--- config.mk ---
export PLATFORM = sky130hd
export DESIGN_NAME = biquad_mac
export DESIGN_NICKNAME = d
export VERILOG_FILES = /design/src/rtl/biquad_pkg.sv /design/src/rtl/biquad_sat.sv /design/src/rtl/biquad_mac.sv
export SDC_FILE = /design/constraint.sdc
export NUM_CORES = 1
export LEC_CHECK = 0
export BUFFER_PORTS_ARGS = -buffer_cell sky130_fd_sc_hd__buf_4
export CAP_MARGIN = 20
export CELL_PAD_IN_SITES_DETAIL_PLACEMENT = 1
export CELL_PAD_IN_SITES_GLOBAL_PLACEMENT = 1
export CORE_AREA = 2 2 175 211
export CTS_CLUSTER_DIAMETER = 100
export DETAILED_ROUTE_END_ITERATION = 10
export DIE_AREA = 0 0 177 213
export GPL_TIMING_DRIVEN = 0
export PLACE_DENSITY = 0.88
export REMOVE_ABC_BUFFERS = 1
export SYNTH_ARGS = -nofsm -noshare
export SYNTH_HDL_FRONTEND = slang
export SYNTH_HIERARCHICAL = 1
export SYNTH_SLANG_ARGS = --single-unit
--- constraint.sdc ---
create_clock -name clk_i -period 12.47 [get_ports clk_i]
set_input_delay 1.247 -clock clk_i [delete_from_list [all_inputs] [get_ports clk_i]]
set_output_delay 1.247 -clock clk_i [all_outputs]
set_load 0.01 [all_outputs]
--- src/rtl/biquad_pkg.sv ---
// Shared types and constants for the biquad filter core and its variants.
package biquad_pkg;

  typedef enum logic [1:0] {
    IDLE,
    MAC,
    OUT
  } state_t;

  localparam int NTAPS = 5;

  localparam logic [2:0] TAP_B10 = 3'd0;
  localparam logic [2:0] TAP_B11 = 3'd1;
  localparam logic [2:0] TAP_B12 = 3'd2;
  localparam logic [2:0] TAP_A11 = 3'd3;
  localparam logic [2:0] TAP_A12 = 3'd4;

  localparam int ACC_GUARD = 3;

  localparam int COEF_REG_BITS = 16;

  // Coefficients live in the low half of each 32-bit bus register.
  function automatic logic [COEF_REG_BITS-1:0] coef_slice(input logic [31:0] reg_val);
    return reg_val[COEF_REG_BITS-1:0];
  endfunction

endpackage

--- src/rtl/biquad_sat.sv ---
// Arithmetic right shift followed by saturation into a narrower signed range.
module biquad_sat #(
  parameter int IN_WIDTH  = 31,
  parameter int OUT_WIDTH = 12,
  parameter int SHIFT     = 15
) (
  input  logic signed [IN_WIDTH-1:0]  din,
  output logic signed [OUT_WIDTH-1:0] dout
);

  logic signed [IN_WIDTH-1:0] shifted;

  assign shifted = din >>> SHIFT;

  // Fits when every bit above the output sign bit matches it.
  always_comb begin
    if ((&shifted[IN_WIDTH-1:OUT_WIDTH-1]) || (~|shifted[IN_WIDTH-1:OUT_WIDTH-1])) begin
      dout = shifted[OUT_WIDTH-1:0];
    end else if (shifted[IN_WIDTH-1]) begin
      dout = {1'b1, {(OUT_WIDTH-1){1'b0}}};
    end else begin
      dout = {1'b0, {(OUT_WIDTH-1){1'b1}}};
    end
  end

endmodule

--- src/rtl/biquad_mac.sv ---
// Direct-form-I biquad evaluated with one shared multiplier over five MAC cycles.
module biquad_mac
  import biquad_pkg::*;
#(
  parameter int DATAWIDTH = 12,
  parameter int COEFWIDTH = 16
) (
  input  logic                        clk_i,
  input  logic                        rst_i,
  input  logic [31:0]                 a11_i,
  input  logic [31:0]                 a12_i,
  input  logic [31:0]                 b10_i,
  input  logic [31:0]                 b11_i,
  input  logic [31:0]                 b12_i,
  input  logic signed [DATAWIDTH-1:0] x_i,
  input  logic                        x_valid_i,
  output logic                        x_ready_o,
  input  logic                        hist_clr_i,
  output logic signed [DATAWIDTH-1:0] y_o,
  output logic                        y_valid_o,
  output logic signed [DATAWIDTH-1:0] x_last_o,
  output logic                        overrun_o
);

  localparam int PW = DATAWIDTH + COEFWIDTH;
  localparam int AW = PW + ACC_GUARD;

  state_t                      state;
  logic [2:0]                  tap;
  logic signed [AW-1:0]        acc;
  logic signed [COEFWIDTH-1:0] b10_q, b11_q, b12_q, a11_q, a12_q;
  logic signed [DATAWIDTH-1:0] x0, x1, x2, y1, y2;
  logic [COEF_REG_BITS-1:0]    b10_raw, b11_raw, b12_raw, a11_raw, a12_raw;
  logic signed [DATAWIDTH-1:0] mul_x;
  logic signed [COEFWIDTH-1:0] mul_c;
  logic signed [PW-1:0]        product;
  logic signed [DATAWIDTH-1:0] sat_y;
  logic                        unused_hi;

  assign b10_raw = coef_slice(b10_i);
  assign b11_raw = coef_slice(b11_i);
  assign b12_raw = coef_slice(b12_i);
  assign a11_raw = coef_slice(a11_i);
  assign a12_raw = coef_slice(a12_i);

  assign unused_hi = ^{a11_i[31:16], a12_i[31:16], b10_i[31:16], b11_i[31:16], b12_i[31:16]};

  always_comb begin
    mul_x = '0;
    mul_c = '0;
    case (tap)
      TAP_B10: begin mul_x = x0; mul_c = b10_q; end
      TAP_B11: begin mul_x = x1; mul_c = b11_q; end
      TAP_B12: begin mul_x = x2; mul_c = b12_q; end
      TAP_A11: begin mul_x = y1; mul_c = a11_q; end
      TAP_A12: begin mul_x = y2; mul_c = a12_q; end
      default: ;
    endcase
  end

  assign product = PW'(mul_x) * PW'(mul_c);

  biquad_sat #(
    .IN_WIDTH (AW),
    .OUT_WIDTH(DATAWIDTH),
    .SHIFT    (COEFWIDTH - 1)
  ) u_sat (
    .din (acc),
    .dout(sat_y)
  );

  // A history clear outranks everything except reset, including a coincident accept.
  always_ff @(posedge clk_i) begin
    if (rst_i) begin
      state     <= IDLE;
      tap       <= '0;
      acc       <= '0;
      x_ready_o <= 1'b1;
      y_o       <= '0;
      y_valid_o <= 1'b0;
      x_last_o  <= '0;
      overrun_o <= 1'b0;
      x0        <= '0;
      x1        <= '0;
      x2        <= '0;
      y1        <= '0;
      y2        <= '0;
      b10_q     <= '0;
      b11_q     <= '0;
      b12_q     <= '0;
      a11_q     <= '0;
      a12_q     <= '0;
    end else begin
      y_valid_o <= 1'b0;
      if (x_valid_i && !x_ready_o) begin
        overrun_o <= 1'b1;
      end
      if (hist_clr_i) begin
        state     <= IDLE;
        tap       <= '0;
        acc       <= '0;
        x_ready_o <= 1'b1;
        x1        <= '0;
        x2        <= '0;
        y1        <= '0;
        y2        <= '0;
      end else begin
        case (state)
          IDLE: begin
            if (x_valid_i) begin
              x0        <= x_i;
              x_last_o  <= x_i;
              b10_q     <= b10_raw[COEF_REG_BITS-1 -: COEFWIDTH];
              b11_q     <= b11_raw[COEF_REG_BITS-1 -: COEFWIDTH];
              b12_q     <= b12_raw[COEF_REG_BITS-1 -: COEFWIDTH];
              a11_q     <= a11_raw[COEF_REG_BITS-1 -: COEFWIDTH];
              a12_q     <= a12_raw[COEF_REG_BITS-1 -: COEFWIDTH];
              acc       <= '0;
              tap       <= '0;
              x_ready_o <= 1'b0;
              state     <= MAC;
            end
          end
          MAC: begin
            acc <= acc + AW'(product);
            if (tap == 3'(NTAPS - 1)) begin
              state <= OUT;
            end else begin
              tap <= tap + 3'd1;
            end
          end
          OUT: begin
            y_o       <= sat_y;
            y_valid_o <= 1'b1;
            x2        <= x1;
            x1        <= x0;
            y2        <= y1;
            y1        <= sat_y;
            tap       <= '0;
            x_ready_o <= 1'b1;
            state     <= IDLE;
          end
          default: begin
            state     <= IDLE;
            x_ready_o <= 1'b1;
          end
        endcase
      end
    end
  end

endmodule

==> out/qor.csv <==
stage,metric,value,unit
status,status,"finished, final reports clean",
detailed_routing,avgViaCountPerCell,5.784,
layout,seq_area,3825,sq um
critical_path,worstPathArrival,9.63,ns
clock_network,cts_tree,done,
clock_network,cts-root-buf,clkbuf_16,
synthesis,synth-edff-count,0,
synthesis,synth_top_area_share,27.75,%
critical_path,crit_slowest_cell,dfxtp_2,
synthesis,ys_seq_area_share,24.10,%
layout,drive_gt1_share,11.43,%
synthesis,ys.flop_type,dfxtp_1,
pwr,peakVddDrop,100.5,uV
global_route,grt_max_degree,108,
global_route,overflow,0,
sta,finalSetupTns,0,ns
floorplan,ioPinCount,203,
critical_path,r2r-start,tap[2],
critical_path,crit_start,tap[2],
floorplan,core_area,35660,sq um
clock_network,ctsHoldBuffers,0,
layout,finalNonFillerCells,2392,
detailed_routing,drc,0,
synthesis,ys_async_sr_fraction,0,%
synthesis,ys_warn_count,6,
detailed_routing,dr.pass1.iters,9,
critical_path,critPathLaunchType,register,
place,place_area,17220,sq um
clock_network,h-tree-depth,4,
floorplan,dieArea,37700,sq um
place,port_buffers,122,
critical_path,crit_cells,25,
floorplan,fp-row-count,76,
sta,min_period_over_period,74.20,%
global_route,antenna_found_initial,0,
job,drv_cap,0,
sta,grt_setup_unrepaired,no,
pwr,fin_total_pwr,1.458,mW
sta,finalSetupViolations,0,
clock_network,clkTransAtPathRegs,0.09,ns
sta,fin_crit,9.253,ns
clock_network,clockBufferDepth,2,
sta,clock_skew,0.01942,ns
critical_path,cp-end-kind,register,
place,hpwlAfterDp,39070,um
critical_path,worstPathRequired,12.85,ns
global_route,gr-max-usage-layer,met2,
place,gp_congestion,0.8837,
global_route,grt_pass1_vias,15760,
detailed_routing,postRouteAntennaNets,0,
critical_path,path_class,reg2reg,
layout,syn2layout_area_growth,12.90,%
layout,utilization,50.24,%
critical_path,r2r_cells,25,
detailed_routing,drt_iter0_markers,902,
hold_path,hold_class,reg2reg,
floorplan,die_height,213,um
global_route,grt_usage,28.08,%
clock_network,cts_setup_buffers,0,
critical_path,slowest_delay,1.00,ns
floorplan,start_util,44.50,%
synthesis,yosys.area.top_type,fa_1,
synthesis,syn_area,15870,sq um
pwr,powerDensity,81.36,nW/um^2
layout,final_area,17920,sq um
synthesis,synth_area_per_cell,8.573,sq um
clock_network,numCtsBuffers,17,
critical_path,worstPathMaxFanout,48,
global_route,grt_pass1_wl,81520,um
hold_path,hold_start,a12_q[7],
clock_network,ctsResizeCount,0,
floorplan,die_x,177,um
place,numPlacedInstances,2355,
layout,multiInputGateArea,10780,sq um
global_route,grt.met3_usage,4.683,%
layout,fillers,4260,
critical_path,crit_family,adder cells,
clock_network,cts_sinks,191,
layout,nets,2392,
synthesis,ys_types,62,
synthesis,yosys-top-cells-area,"fa_1, dfxtp_1, nand2_1",
sta,fmax,0.1081,GHz
synthesis,syn_inst,1851,
detailed_routing,routedWlPerCell,21.76,um
sta,finalHoldViolCount,0,
hold_path,hold_depth,2,
pwr,leakagePower,7.811,nW
clock_network,insertion_delay,0.48,ns
sta,slew_headroom,26.74,%
layout,n_antenna_cell,0,
sta,tightest_slew,1.093,ns
detailed_routing,num_vias,13840,
synthesis,synth-seq-cells,191,
detailed_routing,wl,52060,um
critical_path,path_buf_inv,6,
sta,finalMaxSlewViolations,0,
global_route,grtUsageMet1,29.31,%
global_route,use_met2,52.44,%
stage by stage:
| stage | hold slack (ns) | setup WS [ns] |
|---|---|---|
| 2_1_floorplan | 0.4297 | 4.554 |
| 6_report | 0.4642 | 3.217 |
| 4_1_cts | 0.4633 | 3.392 |
| 3_3_place_gp | 0.4410 | 1.975 |
| 5_1_grt | 0.4786 | 2.775 |
| 3_5_place_dp | 0.4510 | 3.470 |
registers in the layout (all words and copies together) (netlist names):
name / count
b11_q: 16
a12_q: 16
y_valid_o: 1
x_ready_o: 1
tap: 3
b10_q: 16
y1: 12
y2: 12
x2: 12
y_o: 12
acc: 31
x1: 12
state: 2
b12_q: 16
x0: 12
a11_q: 16
overrun_o: 1
Yosys cell counts, drive strengths merged, types with 2 or more instances:
library cell,instances
o21ai,31
a222oi,25
nor3,9
or3,3
xor2,8
xnor2,20
o21a,27
or2,4
a22o,12
dfxtp,191
a21o,9
fa,220
buf,15
clkbuf,87
and2,4
a21oi,176
o21bai,2
nand3,6
nand4,11
nor2b,12
nor2,157
ha,85
o31ai,4
o211ai,3
a221oi,13
nand2,404
nand2b,11
a211oi,7
o41ai,2
inv,234
a21boi,2
a22oi,43
a31oi,3
cells by family (layout without fill, tap and decap cells):
kind of cell             count (synthesis)  count (layout)  share of synthesized area (%)
XOR/XNOR                                28              28                          1.545
AO/OA/AOI/OAI                          366             366                          15.82
adder cells (fa/ha/maj)                305             305                          34.46
AND/OR/NAND/NOR                        625             625                          15.81
flip-flops                             191             191                          24.10
buffers and inverters                  336             409                          8.279
path summary, 6_finish.rpt:
path                                  to  slack [ns]
worst min-delay path            a12_q[7]        0.46
worst max-delay path             acc[30]        3.22
worst min register to register  a12_q[7]        0.46
worst max register to register   acc[30]        3.22
layout by cell type, fill, tap and decap left out, types with 4 or more instances in the layout:
master	instances
a222oi_1	25
xor2_1	8
nand4_1	11
fa_1	220
nor2b_1	9
a22oi_1	43
a211oi_1	4
nand3_1	5
inv_1	234
o21a_1	26
buf_16	7
a21oi_1	174
clkbuf_16	17
nor3_1	7
a221oi_2	12
nor2_1	156
a22o_1	12
xnor2_1	20
dfxtp_1	190
buf_4	127
o21ai_1	14
o21ai_0	16
nand2b_1	10
ha_1	85
nand2_1	404
inv_8	4
a21o_1	8
buf_6	5
power by group:
part / internal, mW / switching (mW)
sequential: 0.624 / 0.0116
clock: 0.275 / 0.304
combinational: 0.0947 / 0.148
worst register-to-register path: stages (launching register included):
cell and delay (ns):
dfxtp_2 1.00, inv_1 0.20, ha_1 0.58, buf_16 0.30
a222oi_1 0.34, o21a_1 0.69, inv_1 0.30, nand2_1 0.17
fa_1 0.79, fa_1 0.65, inv_1 0.06, fa_1 0.49
fa_1 0.55, inv_1 0.05, fa_1 0.48, inv_1 0.04
ha_1 0.27, ha_1 0.36, nand3_1 0.20, nor2_1 0.11
a211oi_1 0.55, a311oi_2 0.22, o31ai_1 0.30, nand2b_1 0.12
xnor2_1 0.14, a22o_1 0.20
per-layer routing:
layer | wire, um | share of wire (%) | up-vias
li1 | - | - | 6068
met1 | 18450 | 35 | 7037
met2 | 28140 | 54 | 518
met3 | 2357 | 4.5 | 213
met4 | 3119 | 6.0 | 0
met5 | 0 | 0 | -
cell type report:
class	instances	area share [%]
Clock buffer	17	2.374
Clock inverter	15	1.020
Inverter	234	4.903
Multi-Input combinational cell	1324	60.15
Sequential cell	191	21.35
Tap cell	468	3.268
Timing Repair Buffer	143	6.935
No activity file was read; power rests on OpenSTA's default activity.
